<file path="src/rtl/fifo_pkg.sv">
// fifo_pkg: shared widths, state enum and pointer helper for the FIFO family
package fifo_pkg;
  localparam int WIDTH = 32;
  localparam int LEN_W = 8;
  typedef enum logic {IDLE, READ} state_e;
  function automatic logic [1:0] inc3(input logic [1:0] p);
    return p == 2'd2 ? 2'd0 : p + 2'd1;
  endfunction
endpackage

</file>
<file path="src/rtl/fifo_burst_reader_if.sv">
// fifo_burst_reader_if: FIFO read port plus valid/ready stream of the burst reader
interface fifo_burst_reader_if #(parameter int W = fifo_pkg::WIDTH) ();
  logic         fifo_rn;
  logic         fifo_empty;
  logic [W-1:0] fifo_dout;
  logic [W-1:0] m_data;
  logic         m_valid;
  logic         m_ready;
  modport master (output fifo_rn, m_data, m_valid, input fifo_empty, fifo_dout, m_ready);
  modport slave  (input fifo_rn, m_data, m_valid, output fifo_empty, fifo_dout, m_ready);
endinterface

</file>
<file path="src/rtl/skid_buf3.sv">
// skid_buf3: 3-entry circular buffer absorbing FIFO read latency and back-pressure
module skid_buf3 import fifo_pkg::*; #(
  parameter int W = fifo_pkg::WIDTH
) (
  input  logic         clk_i,
  input  logic         rst_ni,
  input  logic         clr_i,
  input  logic         push_i,
  input  logic         pop_i,
  input  logic [W-1:0] din_i,
  output logic [W-1:0] head_o,
  output logic [1:0]   count_o
);
  logic [W-1:0] mem_q [0:2];
  logic [1:0]   hd_q, tl_q, cnt_q;
  always_ff @(posedge clk_i or negedge rst_ni) begin
    if (!rst_ni) begin
      mem_q <= '{default: '0};
      hd_q  <= '0;
      tl_q  <= '0;
      cnt_q <= '0;
    end else if (clr_i) begin
      hd_q  <= '0;
      tl_q  <= '0;
      cnt_q <= '0;
    end else begin
      if (push_i) begin
        mem_q[tl_q] <= din_i;
        tl_q        <= inc3(tl_q);
      end
      if (pop_i) hd_q <= inc3(hd_q);
      cnt_q <= cnt_q + {1'b0, push_i} - {1'b0, pop_i};
    end
  end
  assign head_o  = mem_q[hd_q];
  assign count_o = cnt_q;
endmodule

</file>
<file path="src/rtl/fifo_burst_reader.sv">
// fifo_burst_reader: pops len words from the FIFO and streams them out via valid/ready
module fifo_burst_reader import fifo_pkg::*; #(
  parameter int WIDTH = fifo_pkg::WIDTH,
  parameter int LEN_W = fifo_pkg::LEN_W
) (
  input  logic              clk_i,
  input  logic              rst_ni,
  input  logic              start_i,
  input  logic [LEN_W-1:0]  len_i,
  fifo_burst_reader_if.master bus,
  output logic              busy_o,
  output logic              done_o,
  output logic [LEN_W-1:0]  count_o
);
  state_e           state_q, state_d;
  logic [LEN_W-1:0] len_q, len_d, iss_q, iss_d, cnt_q, cnt_d;
  logic             infl_q, done_q, done_d;
  logic [1:0]       buf_cnt;
  logic             rn, pop, clr;
  // read only while a slot is guaranteed for the word, so the buffer can never overflow
  assign rn  = state_q == READ && !bus.fifo_empty && iss_q < len_q &&
               ({1'b0, buf_cnt} + {2'b0, infl_q}) <= 3'd2;
  assign pop = bus.m_valid && bus.m_ready;
  always_comb begin
    state_d = state_q;
    len_d   = len_q;
    iss_d   = iss_q + LEN_W'(rn);
    cnt_d   = cnt_q;
    done_d  = 1'b0;
    clr     = 1'b0;
    if (state_q == IDLE && start_i) begin
      clr     = 1'b1;
      len_d   = len_i;
      iss_d   = '0;
      cnt_d   = '0;
      done_d  = len_i == '0;
      state_d = len_i == '0 ? IDLE : READ;
    end else if (pop) begin
      cnt_d   = cnt_q + 1'b1;
      done_d  = cnt_d == len_q;
      state_d = cnt_d == len_q ? IDLE : state_q;
    end
  end
  always_ff @(posedge clk_i or negedge rst_ni) begin
    if (!rst_ni) begin
      state_q <= IDLE;
      len_q   <= '0;
      iss_q   <= '0;
      cnt_q   <= '0;
      infl_q  <= 1'b0;
      done_q  <= 1'b0;
    end else begin
      state_q <= state_d;
      len_q   <= len_d;
      iss_q   <= iss_d;
      cnt_q   <= cnt_d;
      infl_q  <= rn;
      done_q  <= done_d;
    end
  end
  skid_buf3 #(.W(WIDTH)) u_buf (
    .clk_i   (clk_i),
    .rst_ni  (rst_ni),
    .clr_i   (clr),
    .push_i  (infl_q),
    .pop_i   (pop),
    .din_i   (bus.fifo_dout),
    .head_o  (bus.m_data),
    .count_o (buf_cnt)
  );
  assign bus.fifo_rn = rn;
  assign bus.m_valid = buf_cnt != 2'd0;
  assign busy_o      = state_q == READ;
  assign done_o      = done_q;
  assign count_o     = cnt_q;
endmodule

</file>
<file path="src/flat_wrapper.sv">
// flat-port wrapper written by rule: the top's interface ports become plain ports
module fifo_burst_reader_flat import fifo_pkg::*;
#(
  parameter int WIDTH = fifo_pkg::WIDTH,
  parameter int LEN_W = fifo_pkg::LEN_W
)
  (clk_i, rst_ni, start_i, len_i, busy_o, done_o, count_o, bus_fifo_rn, bus_m_data, bus_m_valid, bus_fifo_empty, bus_fifo_dout, bus_m_ready);
  fifo_burst_reader_if bus_i ();
  input  logic clk_i;
  input  logic rst_ni;
  input  logic start_i;
  input  logic [LEN_W-1:0] len_i;
  output logic busy_o;
  output logic done_o;
  output logic [LEN_W-1:0] count_o;
  output wire logic [$bits(bus_i.fifo_rn)-1:0] bus_fifo_rn;
  output wire logic [$bits(bus_i.m_data)-1:0] bus_m_data;
  output wire logic [$bits(bus_i.m_valid)-1:0] bus_m_valid;
  input wire logic [$bits(bus_i.fifo_empty)-1:0] bus_fifo_empty;
  input wire logic [$bits(bus_i.fifo_dout)-1:0] bus_fifo_dout;
  input wire logic [$bits(bus_i.m_ready)-1:0] bus_m_ready;
  assign bus_fifo_rn = bus_i.fifo_rn;
  assign bus_m_data = bus_i.m_data;
  assign bus_m_valid = bus_i.m_valid;
  assign bus_i.fifo_empty = bus_fifo_empty;
  assign bus_i.fifo_dout = bus_fifo_dout;
  assign bus_i.m_ready = bus_m_ready;
  fifo_burst_reader #(.WIDTH(WIDTH), .LEN_W(LEN_W)) u_core (.clk_i(clk_i), .rst_ni(rst_ni), .start_i(start_i), .len_i(len_i), .bus(bus_i), .busy_o(busy_o), .done_o(done_o), .count_o(count_o));
endmodule
</file>
<file path="config.mk">
export PLATFORM = sky130hd
export DESIGN_NAME = fifo_burst_reader_flat
export DESIGN_NICKNAME = d
export VERILOG_FILES = /design/src/rtl/fifo_pkg.sv /design/src/rtl/fifo_burst_reader_if.sv /design/src/rtl/skid_buf3.sv /design/src/rtl/fifo_burst_reader.sv /design/src/flat_wrapper.sv
export SDC_FILE = /design/constraint.sdc
export NUM_CORES = 1
export LEC_CHECK = 0
export ABC_AREA = 1
export CAP_MARGIN = 5
export CORE_ASPECT_RATIO = 2
export CORE_MARGIN = 10
export CORE_UTILIZATION = 45
export DETAILED_ROUTE_END_ITERATION = 10
export GPL_TIMING_DRIVEN = 0
export HOLD_SLACK_MARGIN = 0.06
export PLACE_DENSITY_LB_ADDON = 0.2
export SKIP_CTS_REPAIR_TIMING = 1
export SLEW_MARGIN = 0
export SYNTH_ARGS = -nofsm -noshare
export SYNTH_HDL_FRONTEND = slang
export SYNTH_SLANG_ARGS = --single-unit
</file>
<file path="constraint.sdc">
create_clock -name clk_i -period 2.2 [get_ports clk_i]
set_input_delay 0.66 -clock clk_i [delete_from_list [all_inputs] [get_ports clk_i]]
set_output_delay 0.66 -clock clk_i [all_outputs]
set_load 0.02 [all_outputs]
</file>
==> out/summary.md <==
The tools report the launch instance of the worst register-to-register path as u_core.infl_q$_DFF_PN0_. The die is 183.4 µm tall. The worst min-delay path category is input port to asynchronous set/reset pin. Derived from the worst setup path, the maximum achievable clock frequency is 377.8 MHz.

The multi-input combinational cells in the finished layout cover a total of 0.002830 mm². Setup repair after global routing could not meet its margin everywhere. The total overflow left after global routing is 0. The initial standard-cell utilization of the core came out at 0.4598.

The tools report the total number of H-tree levels as 4. For the pin with the worst max-slew slack, the measured transition is 0.5634 ns. The root buffer cell chosen for the clock tree is sky130_fd_sc_hd__clkbuf_16. For the largest vdd supply drop, the log shows 0.8014 mV.

The final route contains 5681 vias. The top cell type's share of synthesized area came out at 0.5373. The critical path goes through ha_2, inv_2, ha_4, or3b_4, a21oi_4, buf_6. Compared with the post-synthesis result, the final layout area differs by 46.81%. In this run the remaining antenna-violating nets after routing total 0.

Buffers placed on the I/O ports in this run total 88. Along the worst path, the maximum fanout reaches 3. After detailed routing, the total wire length is 19250 µm.

The final reports fail on setup timing. The power per cell area works out to 1588 mW/mm². The flow ran to the end, but the final reports show violations. STA classifies the critical path startpoint as a flip-flop. The initialized floorplan defines 59 standard-cell rows.

TritonCTS built the clock tree. The slowest library cell on the worst path was sky130_fd_sc_hd__dfrtp_1. The fraction of final layout cells sized beyond drive strength 1 works out to 0.2815. The number of cells on the worst reg-to-reg path works out to 14.

At the end of routability-driven placement, the weighted congestion stood at 0.8828. The number of antenna violations at the first check in global routing was 0; the maximum clock insertion buffer count was 2. The worst setup path is captured at a primary output. The clock period minus worst slack works out to 2.647 ns. The first TritonRoute pass finished after 5 iterations.

The synthesized design contains 129 register bits. The async set-or-reset flop fraction in the synthesized netlist was 1.000; the detailed-route DRC error count was 0. Proportion of power drawn by flip-flops and latches: 0.304.

The clock arrives with 0.01259 ns of skew. The share of the clock period used by the worst path after layout is 1.203, and the count of flip-flops with a built-in enable after synthesis is 0. In this run the register-to-register setup slack is -0.36 ns. Clock latency on the worst-skew pair, taken at its later pin, is 0.43 ns. The sequential element share of the synthesized area is 0.5373. The logs give 0.008821 mm² for the final cell area excluding filler cells and 0.01865 mm² for the die area. Entering global routing, the biggest net connects 94 pins. The first global-routing pass estimated 28310 µm of wire. The run gives -0.4471 ns as the final worst slack. The run gives 0.207 as the portion of total power attributed to the clock network. Sorting the synthesized cells by area gives the leading types as sky130_fd_sc_hd__dfrtp_1 (54%), sky130_fd_sc_hd__nand2_1 (13%), sky130_fd_sc_hd__o21ai_0 (7.9%), sky130_fd_sc_hd__nand3_1 (7.2%), sky130_fd_sc_hd__inv_1 (4.4%). The floorplan step defined a core boundary enclosing 0.01307 mm². The tools report the fill cell instance count of the final layout as 1058. Worst reg2reg path endpoint: u_core.iss_q[7]$_DFF_PN0_. The logs give 729 for the post-synthesis instance total and 4.499 nW for the leakage power of the design. The clock-pin slew on the worst setup and hold paths was 0.06 ns. The via count normalized by instance count was 5.463; the post-synthesis cell type count was 27. The count of nets after finishing came out at 935.

The logs give 0.6244 for the worst slew margin relative to its limit and 355 for the number of design-rule violations left by the first detailed-router iteration. The post-synthesis cell type with the largest combined area was sky130_fd_sc_hd__dfrtp_1. Yosys instantiated no cell more often than sky130_fd_sc_hd__nand2_1. The clock net in this run drives a total of 129 sinks. The max-cap check violation count was 0; the switching portion of total power was 0.4029. Registers take 0.003232 mm². The cell area after synthesis came out at 0.006008 mm². The via count of the first global-routing pass is 5664.

Number of I/O pins: 89. Instance area after placement: 0.007154 mm². The number of endpoints with negative hold slack in the final report came out at 0.

Ranked by instance count, the synthesized netlist is headed by sky130_fd_sc_hd__nand2_1 (211), sky130_fd_sc_hd__dfrtp_1 (129), sky130_fd_sc_hd__o21ai_0 (95). The total of warnings raised by yosys was 0. For the worst setup path, the data arrival time is 1.99 ns. By startpoint and endpoint, the worst setup path is classified as flip-flop to primary output.

The post-detailed-route wirelength per cell was 18.51 µm; the switching component of the power was 5.642 mW. The number of antenna diodes in the final layout is 0. The most common flop cell mapped by yosys was sky130_fd_sc_hd__dfrtp_1. Data on the critical path is required at its endpoint by 1.54 ns.

The largest single stage delay on the critical path is 0.38 ns. Setup violations remaining at the end of the flow were counted as 38. The max-slew violation total from the final report came out at 0. The die width came out at 101.7 µm.

The logs give 0.1325 ns for the post-route worst hold slack and 0.1928 for the total track usage. In this run the mean area of a mapped cell was 8.242 µm². For the post-detailed-placement half-perimeter wirelength, the log shows 12450 µm.

The cell internal power dissipation was 8.363 mW; the TritonCTS buffer count was 17. The combinational fraction of design power was 0.490. The number of nets in the synthesized netlist is 789.
power by group through the flow:
| stage | Clock (mW) | Combinational, mW | Sequential [mW] |
|---|---|---|---|
| after floorplan | 0 | 3.13 | 4.00 |
| after global placement | 0 | 5.10 | 4.03 |
| after detailed placement | 0 | 5.23 | 4.08 |
| after CTS | 2.91 | 5.27 | 4.05 |
| after global routing | 3.03 | 7.46 | 4.35 |
| final | 2.89 | 6.86 | 4.25 |
per-layer routing:
| metal | GRT usage | routed length [µm] | up-vias |
|---|---|---|---|
| li1 | - | - | 2657 |
| met1 | 0.1981 | 6752 | 2787 |
| met2 | 0.3488 | 10860 | 189 |
| met3 | 0.05196 | 930 | 48 |
| met4 | 0.08866 | 708 | 0 |
| met5 | 0 | 0 | - |
logic make-up after synthesis:
| group | share of synthesized area |
|---|---|
| and+or+nand+nor | 0.2414 |
| AOI/OAI and AO/OA | 0.1133 |
| xor gates and xnor gates | 0.002916 |
| adders and majority gates | 0.03124 |
| buffers and inverters | 0.07393 |
| DFF | 0.5373 |
cells in the final DEF (no fill, tap or decap), types with 2 or more instances in the layout:
cell type / n
sky130_fd_sc_hd__nor2_4: 5
sky130_fd_sc_hd__inv_2: 6
sky130_fd_sc_hd__nand3_2: 37
sky130_fd_sc_hd__nand2_4: 15
sky130_fd_sc_hd__clkbuf_1: 11
sky130_fd_sc_hd__bufinv_16: 3
sky130_fd_sc_hd__o22ai_1: 4
sky130_fd_sc_hd__o21ai_2: 2
sky130_fd_sc_hd__dlymetal6s2s_1: 5
sky130_fd_sc_hd__nand4_1: 4
sky130_fd_sc_hd__buf_2: 13
sky130_fd_sc_hd__clkbuf_16: 23
sky130_fd_sc_hd__buf_4: 15
sky130_fd_sc_hd__nand2_1: 167
sky130_fd_sc_hd__dfrtp_2: 3
sky130_fd_sc_hd__dfrtp_1: 126
sky130_fd_sc_hd__ha_1: 10
sky130_fd_sc_hd__nand3_1: 50
sky130_fd_sc_hd__nor2_1: 14
sky130_fd_sc_hd__clkinv_4: 4
sky130_fd_sc_hd__clkbuf_4: 2
sky130_fd_sc_hd__nand2_2: 34
sky130_fd_sc_hd__buf_12: 2
sky130_fd_sc_hd__nor2_2: 6
sky130_fd_sc_hd__clkbuf_2: 4
sky130_fd_sc_hd__buf_6: 50
sky130_fd_sc_hd__inv_1: 69
sky130_fd_sc_hd__clkdlybuf4s50_1: 49
sky130_fd_sc_hd__ha_4: 4
sky130_fd_sc_hd__nand3_4: 2
sky130_fd_sc_hd__a21oi_1: 7
sky130_fd_sc_hd__o21ai_0: 90
sky130_fd_sc_hd__clkinv_2: 3
sky130_fd_sc_hd__o21ai_1: 27
sky130_fd_sc_hd__buf_8: 6
sky130_fd_sc_hd__clkinvlp_4: 4
stage by stage:
step | total power, mW | setup slack, ns | util | std cells | TNS, ns
after floorplan | 7.123 | -0.1335 | - | 729 | -0.2161
after global placement | 9.124 | -4.450 | 0.5453 | 969 | -593.10
after detailed placement | 9.306 | -0.7173 | 0.5475 | 970 | -22.95
after CTS | 12.23 | -1.039 | 0.5939 | 1002 | -32.75
after global routing | 14.84 | -0.5069 | 0.6751 | 1040 | -10.56
final | 14.01 | -0.4471 | 0.6751 | 1040 | -8.072
how the worst max path moves through the flow:
stage / from / end / slack [ns] / cells past startpoint
2_1_floorplan: u_core.u_buf.count_o[0]$_DFF_PN0_ / u_core.iss_q[6]$_DFF_PN0_ / -0.13 / 12
3_3_place_gp: rst_ni / u_core.u_buf.mem_q[0]$_DFFE_PN0P_ / -4.45 / 1
3_5_place_dp: bus_fifo_empty / bus_fifo_rn / -0.72 / 5
4_1_cts: u_core.iss_q[1]$_DFF_PN0_ / bus_fifo_rn / -1.04 / 9
5_1_grt: u_core.infl_q$_DFF_PN0_ / bus_fifo_rn / -0.51 / 6
6_report: u_core.infl_q$_DFF_PN0_ / bus_fifo_rn / -0.45 / 6
worst max-delay path: cells and delay by family (launching register included):
kind                     cells  cell delay, ns
AO/OA/AOI/OAI                1            0.16
adder cells (fa/ha/maj)      2            0.46
buffers and inverters        2            0.19
flip-flops                   1            0.38
AND/OR/NAND/NOR              1            0.37
layout make-up:
cell class,count,share of cell area
timing repair buffer,128,0.1630
tap,152,0.02156
clock buffer,19,0.05021
multi-input combinational,488,0.3209
sequential,129,0.3664
clock inverter,13,0.01844
buffer,35,0.02681
inverter,76,0.03277
flip-flops by register name, summed over array words and instances (netlist names):
register,cells
u_core.u_buf.mem_q,96
u_core.iss_q,8
u_core.done_o,1
u_core.u_buf.hd_q,2
u_core.busy_o,1
u_core.count_o,8
u_core.u_buf.tl_q,2
u_core.u_buf.count_o,2
u_core.len_q,8
u_core.infl_q,1
Note: power is estimated with default switching activity, not from simulation.
